===== src/rtl/tdm_pkg.sv =====
// rtl/tdm_pkg.sv - shared types and round-robin helper for the 4-channel TDM fabric
package tdm_pkg;

  localparam int NUM_CH = 4;
  localparam int SEL_W  = 2;

  typedef enum logic {IDLE, SEND} tdm_state_t;

  typedef struct packed {
    logic             found;
    logic [SEL_W-1:0] idx;
  } rr_pick_t;

  // Scan ptr+1, ptr+2, ... ptr+4 (mod 4) and return the first full channel.
  function automatic rr_pick_t rr_next(input logic [NUM_CH-1:0] full,
                                       input logic [SEL_W-1:0]  ptr);
    rr_pick_t         pick;
    logic [SEL_W-1:0] cand;
    pick = '0;
    cand = '0;
    for (int k = 1; k <= NUM_CH; k++) begin
      cand = ptr + k[SEL_W-1:0];
      if (!pick.found && full[cand]) begin
        pick.found = 1'b1;
        pick.idx   = cand;
      end
    end
    return pick;
  endfunction

endpackage


===== src/rtl/tdm_mux4_rr_arb4.sv =====
// rtl/tdm_mux4_rr_arb4.sv - combinational round-robin picker over four request bits
module rr_arb4
  import tdm_pkg::*;
(
  input  logic [NUM_CH-1:0] full,
  input  logic [SEL_W-1:0]  ptr,
  output logic              grant_valid,
  output logic [SEL_W-1:0]  grant_idx
);

  rr_pick_t pick;

  always_comb begin
    pick        = rr_next(full, ptr);
    grant_valid = pick.found;
    grant_idx   = pick.idx;
  end

endmodule


===== src/rtl/tdm_mux4.sv =====
// rtl/tdm_mux4.sv - four-channel round-robin TDM transmit mux with one-word slot per channel
// Optional even-parity output out_par when TDM_PARITY_EN is defined.
module tdm_mux4
  import tdm_pkg::*;
#(
  parameter int DATA_W = 8
) (
  input  logic                     clk,
  input  logic                     rst_n,
  input  logic [NUM_CH-1:0]        ch_valid,
  input  logic [NUM_CH*DATA_W-1:0] ch_data,
  output logic [NUM_CH-1:0]        ch_ready,
  output logic                     out_valid,
  output logic [DATA_W-1:0]        out_data,
  output logic [SEL_W-1:0]         out_sel,
  input  logic                     out_ready
`ifdef TDM_PARITY_EN
  ,
  output logic                     out_par
`endif
);

  tdm_state_t        state;
  logic [NUM_CH-1:0] full;
  logic [DATA_W-1:0] slot [NUM_CH];
  logic [SEL_W-1:0]  ptr;

  logic              grant_valid;
  logic [SEL_W-1:0]  grant_idx;
  logic              take;
  logic              do_grant;
  logic [NUM_CH-1:0] cap;
  logic [NUM_CH-1:0] clr;
  logic [NUM_CH-1:0] full_nxt;

  rr_arb4 u_arb (
    .full        (full),
    .ptr         (ptr),
    .grant_valid (grant_valid),
    .grant_idx   (grant_idx)
  );

  // Arbitration sees only the registered full bits, so a word captured this
  // cycle competes from the next cycle on. cap and clr never overlap because
  // a slot is only written while it is empty.
  always_comb begin
    take     = (state == IDLE) || out_ready;
    do_grant = take && grant_valid;
    cap      = ch_valid & ~full;
    clr      = '0;
    if (do_grant) begin
      clr[grant_idx] = 1'b1;
    end
    full_nxt = (full | cap) & ~clr;
  end

  assign ch_ready = ~full;

  always_ff @(posedge clk or negedge rst_n) begin
    if (!rst_n) begin
      state     <= IDLE;
      full      <= '0;
      ptr       <= SEL_W'(NUM_CH - 1);
      out_valid <= 1'b0;
      out_data  <= '0;
      out_sel   <= '0;
      for (int i = 0; i < NUM_CH; i++) begin
        slot[i] <= '0;
      end
`ifdef TDM_PARITY_EN
      out_par   <= 1'b0;
`endif
    end else begin
      full <= full_nxt;
      for (int i = 0; i < NUM_CH; i++) begin
        if (cap[i]) begin
          slot[i] <= ch_data[i*DATA_W +: DATA_W];
        end
      end

      case (state)
        IDLE: begin
          if (do_grant) begin
            out_valid <= 1'b1;
            out_data  <= slot[grant_idx];
            out_sel   <= grant_idx;
            ptr       <= grant_idx;
            state     <= SEND;
`ifdef TDM_PARITY_EN
            out_par   <= ^slot[grant_idx];
`endif
          end
        end
        SEND: begin
          if (do_grant) begin
            out_data  <= slot[grant_idx];
            out_sel   <= grant_idx;
            ptr       <= grant_idx;
`ifdef TDM_PARITY_EN
            out_par   <= ^slot[grant_idx];
`endif
          end else if (out_ready) begin
            // Idle outputs are forced to zero so a stale word never lingers.
            out_valid <= 1'b0;
            out_data  <= '0;
            out_sel   <= '0;
            state     <= IDLE;
`ifdef TDM_PARITY_EN
            out_par   <= 1'b0;
`endif
          end
        end
        default: begin
          state     <= IDLE;
          out_valid <= 1'b0;
        end
      endcase
    end
  end

endmodule


===== config.mk =====
export PLATFORM = sky130hd
export DESIGN_NAME = tdm_mux4
export DESIGN_NICKNAME = d
export VERILOG_FILES = /design/src/rtl/tdm_pkg.sv /design/src/rtl/tdm_mux4_rr_arb4.sv /design/src/rtl/tdm_mux4.sv
export SDC_FILE = /design/constraint.sdc
export NUM_CORES = 1
export LEC_CHECK = 0
export ABC_AREA = 1
export CORE_MARGIN = 5
export CORE_UTILIZATION = 50
export CTS_CLUSTER_DIAMETER = 40
export CTS_CLUSTER_SIZE = 28
export DETAILED_ROUTE_END_ITERATION = 6
export PLACE_DENSITY = 0.77
export REMOVE_ABC_BUFFERS = 1
export SETUP_SLACK_MARGIN = 0.15
export SLEW_MARGIN = 15
export SYNTH_ARGS = -nofsm -noshare
export SYNTH_HDL_FRONTEND = slang
export SYNTH_SLANG_ARGS = --single-unit
export TNS_END_PERCENT = 30

===== constraint.sdc =====
create_clock -name clk -period 2.6 [get_ports clk]
set_input_delay 0.26 -clock clk [delete_from_list [all_inputs] [get_ports clk]]
set_output_delay 0.26 -clock clk [all_outputs]
set_load 0.005 [all_outputs]

Word-level counts from Yosys, hierarchy flattened
Cells that the tools add are included.
{ "totals": {"input_bits": 39, "word_cells": 76, "ff_bits": 50, "out_inout_bits": 15} }
{ "classes": {"reduce_logical": 11, "eq_ne": 4, "bitwise": 7, "magnitude_cmp": 7, "addsub": 3, "mux": 34} }
{ "op_table": {"columns": ["cell", "count"], "rows": [
  ["$mux 8", 5],
  ["$bmux 8 s2", 1],
  ["$pmux 8 s2", 1],
  ["$lt 2x3->1 const B", 5],
  ["$mux 3", 4],
  ["$mux 1", 11],
  ["$and 4x4->4", 2],
  ["$bmux 1 s2", 4],
  ["$not 4->4", 2],
  ["$mux 2", 3],
  ["$ne 2x2->1 const B", 3],
  ["$logic_and 1x1->1", 5],
  ["$add 2x2->2 const B", 2],
  ["$mux 4", 1],
  ["$or 4x4->4", 1],
  ["$pmux 1 s2", 2],
  ["$pmux 2 s2", 1],
  ["$ge 3x3->1 const B", 1],
  ["$logic_not 1->1", 3],
  ["$ne 3x2->1 const B", 1],
  ["$not 2->3", 1],
  ["$reduce_and 3->1", 1],
  ["$add 2x1->2 const B", 1],
  ["$demux 1 s2", 1],
  ["other kinds (4)", 4]
]} }

Longest topological paths before layout
{ "depth": {"word_depth": 20, "depth_mapped": 16} }

Cells and area by module
From an unflattened synthesis, not the netlist that was laid out.
{ "hier_totals": {"hier_cells": 323, "area_unflattened_um2": 2502.4} }
{ "by_module_without_submodules": {"columns": ["module", "area_per_inst_um2", "cells_per_inst", "n_inst"], "rows": [
  ["tdm_mux4", 2230.9, 271, 1],
  ["rr_arb4", 271.5, 52, 1]
]} }

Worst setup path before layout
Ideal clock, no wire load.
{ "synth_path": {"path_type": "register -> register", "from": "reg ptr[0]", "to": "reg full[1]", "period_less_slack_ns": 1.872, "path_stages_with_launch": 14, "setup_slack_ns": 0.728, "arrival_time_ns": 1.753, "required_time_ns": 2.481, "n_path_buf": 2, "path_cell_list": "dfstp_2 -> buf_6 -> inv_8 -> nand2_2 -> nand2_4 -> nand2_2 -> nand2_4 -> o21ai_1 -> nand3_4 -> nand2_8 -> buf_12 -> nand2_2 -> o22ai_2 -> inv_1"} }
{ "synth_via": {"elab_chain_len": 20} }
{ "synth_rtl": {"columns": ["item", "line", "rtl"], "rows": [
  ["start, declared", "tdm_mux4.sv:26", "logic [SEL_W-1:0] ptr;"],
  ["start signal, assigned", "tdm_mux4.sv:63", "ptr <= SEL_W'(NUM_CH - 1);"],
  ["start signal, assigned", "tdm_mux4.sv:87", "ptr <= grant_idx;"],
  ["start signal, assigned", "tdm_mux4.sv:98", "ptr <= grant_idx;"],
  ["$add 2x1->2", "tdm_pkg.sv:22", "cand = ptr + k[SEL_W-1:0];"],
  ["$bmux 1 s2", "tdm_pkg.sv:23", "if (!pick.found && full[cand]) begin"],
  ["$mux 1 (implied by the code)", "tdm_pkg.sv:23", null],
  ["$mux 3", "tdm_pkg.sv:23", null],
  ["$logic_not 1->1", "tdm_pkg.sv:23", null],
  ["$logic_and 1x1->1", "tdm_pkg.sv:23", null],
  ["$mux 3", "tdm_pkg.sv:23", null],
  ["$logic_not 1->1", "tdm_pkg.sv:23", null],
  ["[... 5 more ...]", null, null],
  ["$lt 2x3->1 (implied by the code) / $ge 2x1->1 (equally long branches)", "tdm_mux4.sv:52", "clr[grant_idx] = 1'b1;"],
  ["$logic_and 1x1->1 (implied by the code)", "tdm_mux4.sv:52", null],
  ["$mux 1 (implied by the code)", "tdm_mux4.sv:52", null],
  ["$demux 1 s2", "tdm_mux4.sv:52", null],
  ["$mux 4 (*)", "tdm_mux4.sv:51", "if (do_grant) begin"],
  ["$not 4->4 (*)", "tdm_mux4.sv:54", "full_nxt = (full | cap) & ~clr;"],
  ["$and 4x4->4 (*)", "tdm_mux4.sv:54", null],
  ["named net full_nxt[1]", "tdm_mux4.sv:34", "logic [NUM_CH-1:0] full_nxt;"],
  ["end signal, assigned", "tdm_mux4.sv:74", "full <= full_nxt;"],
  ["end, declared", "tdm_mux4.sv:24", "logic [NUM_CH-1:0] full;"]
]} }
Mark *: on every way through the listed nets, which the timed path passes. The rest lies on a longest branch. The select of a mux whose other input is x is not followed.
A chain may end at the register's enable or synchronous reset.

Final worst setup path
Same ends and word-level chain as after synthesis.

==> results.py <==
metrics = {
    "sta": {
        "rsz0062_at_grt": "false",
        "fin_crit_ns": 2.25,
        "fin_skew_ns": 0.00617,
        "setup_tns_ns": 0,
        "hold_violations": 0,
        "setup_violations": 0,
        "worst_slew_pin_slew_ns": 0.431,
        "relSlewSlack_pct": 71.2,
        "finalCritPeriodShare_pct": 86.5,
        "max_freq_mhz": 444,
        "drv_slew": 0,
    },
    "drt": {
        "first_iter_violations": 107,
        "wl_per_cell_um": 15.3,
        "viasPerCell": 5.30,
        "ant_nets": 0,
        "drt-pass1-iter-count": 4,
        "route.vias.total": 1988,
        "remaining_drc_errors": 0,
        "wl_mm": 5.73,
    },
    "placed_design": {
        "placed_area_sq_um": 3100,
        "hpwl_mm": 4.35,
        "gp_congestion": 0.860,
        "io_buffer_count": 53,
    },
    "final_layout": {
        "final.fill_count": 413,
        "fin_util_pct": 66.4,
        "drive_above_1_share_pct": 26.3,
        "diodes": 0,
        "syn_to_final_growth_pct": 26.5,
        "nets": 346,
        "fin_area_sq_um": 3200,
    },
    "setup_path": {
        "cp.arrival_ns": 2.45,
        "cp_top_family": "flip-flops",
        "crit_path_max_fanout": 13,
        "critPathSlowestCell": "dfstp_2",
        "startpoint_type": "flop",
        "cpPeakStageDelay_ns": 0.70,
        "critPathRequiredTime_ns": 2.80,
        "criticalPathCategory": "flop to flop",
        "crit_path_end_kind": "flop",
        "critPathBufInv": 3,
        "path_cells": "inv_8, nand2_2, nand2_1, o21ai_1, nand3b_1, nand2_1, inv_1, nand2_2, o22ai_2, inv_1",
    },
    "cts": {
        "h-tree-depth": 2,
        "clock_path_buffers": 2,
        "cts.sinks": 50,
        "cts_resized": 0,
        "numCtsBuffers": 5,
        "cts_tree": "yes",
        "clock_latency_ns": 0.30,
        "ctsRootBufferMaster": "clkbuf_8",
        "clkTransAtPathRegs_ns": 0.09,
    },
    "floorplanning": {
        "die_h_um": 81.1,
        "dieArea_sq_um": 6580,
        "start_util_pct": 52.5,
        "placementRows": 25,
        "dieWidth_um": 81.1,
        "placeableCoreArea_sq_um": 4820,
        "num_io_pins": 54,
    },
    "synth": {
        "synthDominantCellAreaShare_pct": 47.5,
        "syn-cell-area_sq_um": 2530,
        "ys_ff_latch": 50,
        "syn_area_per_cell_sq_um": 10.2,
        "seq_area_frac_synth_pct": 49.6,
        "synthCells": 249,
        "yosysUniqueCellTypes": 27,
        "synth_top_area_cell": "dfrtp_1",
        "ys_warn_count": 0,
        "yosys-top-cells-area": "dfrtp_1 (48%), mux2_2 (14%), nand2_1 (8.3%)",
    },
    "grt": {
        "grt_antenna_before_repair": 0,
        "grt_pass1_wl_mm": 9.16,
        "grt_pass1_vias": 1892,
        "gr-total-overflow": 0,
        "grt_usage_pct": 18.7,
        "grt_max_degree": 23,
    },
    "pwr": {
        "power_density_nw_per_um2": 1450,
        "p_leak_nw": 1.44,
        "ir_worst_vdd_uv": 832,
    },
    "status": {
        "outcome": "complete, no violations",
    },
    "run": {
        "maxCapViolations": 0,
    },
    "min_path": {
        "hp-class": "primary input to asynchronous set/reset pin",
    },
}
-- report_power, final --
group          switching, mW  internal, mW
sequential             0.281          1.19
clock                  0.243         0.215
combinational           1.57          1.15
-- registers in the layout (all words and copies together) (netlist names) --
signal     count
slot          32
out_data       8
full           4
out_sel        2
ptr            2
out_valid      1
state          1
-- cell usage in the layout, fill, tap and decap left out, drive strengths merged --
cell / count
nand2: 79
clkdlybuf4s50: 52
dfrtp: 48
nand3: 47
mux2: 32
inv: 12
clkbuf: 7
o21ai: 7
nor2: 5
buf: 4
a21oi: 3
clkinv: 3
a31oi: 2
dfstp: 2
nand3b: 1
or2: 1
nand4: 1
o22ai: 1
dlygate4sd3: 1
-- logic make-up (layout without fill, tap and decap cells) --
kind of cell,Yosys count,count (layout),share of synthesized area (%)
buf+inv,20,79,4.90
mux,32,32,14.3
simple gates,134,134,28.3
flops,50,50,49.6
compound gates,13,13,2.97
-- final timing paths --
kind | from | end | slack, ns | cells past startpoint
max reg2reg | ptr[0] | full[1] | 0.35 | 10
min in group clk | state | out_valid | 0.49 | 1
max | ptr[0] | full[1] | 0.35 | 10
max in group asynchronous | rst_n | ptr[0] | 1.57 | 3
min | rst_n | full[3] | 0.38 | 2
min reg2reg | state | out_valid | 0.49 | 1
-- routing by layer --
metal | vias to the layer above | track usage [%] | routed length [um]
met4 | 0 | 6.08 | 119
met3 | 11 | 4.43 | 301
li1 | 948 | - | -
met5 | - | 0 | 0
met2 | 63 | 30.8 | 2860
met1 | 966 | 24.2 | 2440
-- area by class of cell --
cell class	instances	area [sq um]	share of cell area [%]
clock buffer	7	86.3	2.70
clock inverter	1	5.00	0.157
inverter	14	60.1	1.88
multi-input combinational	179	1150	36.0
sequential	50	1250	39.2
tap	67	83.8	2.62
timing repair buffer	57	558	17.5
-- stage by stage --
stage / instances / hold WS (ns) / setup slack (ns) / power, mW
2_1_floorplan: 243 / -0.0356 / 0.483 / 3.35
3_3_place_gp: 366 / 0.182 / 0.375 / 4.10
3_5_place_dp: 366 / 0.178 / 0.375 / 4.20
4_1_cts: 375 / 0.387 / 0.356 / 4.67
5_1_grt: 375 / 0.403 / 0.153 / 5.02
6_report: 375 / 0.384 / 0.350 / 4.65
-- synth_stat cells (all sizes together) --
cell type,number
a21oi,3
a31oi,2
buf,6
clkinv,2
dfrtp,48
dfstp,2
inv,12
mux2,32
nand2,79
nand3,47
nand3b,1
nand4,1
nor2,5
o21ai,7
o22ai,1
or2,1
-- worst reg2reg max path: cells and delay by family, from the launching register on --
family                 cells  cell delay [ns]
flip-flops                 1             0.70
AND/OR/NAND/NOR            5             0.55
buffers and inverters      3             0.49
AO/OA/AOI/OAI              2             0.40
-- what timing repair did --
| action | 4_1_cts | 5_1_grt |
|---|---|---|
| setup buffers | 0 | 0 |
| hold endpoints to repair | 11 | 0 |
| hold buffers | 1 | 0 |
No activity file was read; power rests on OpenSTA's default activity.
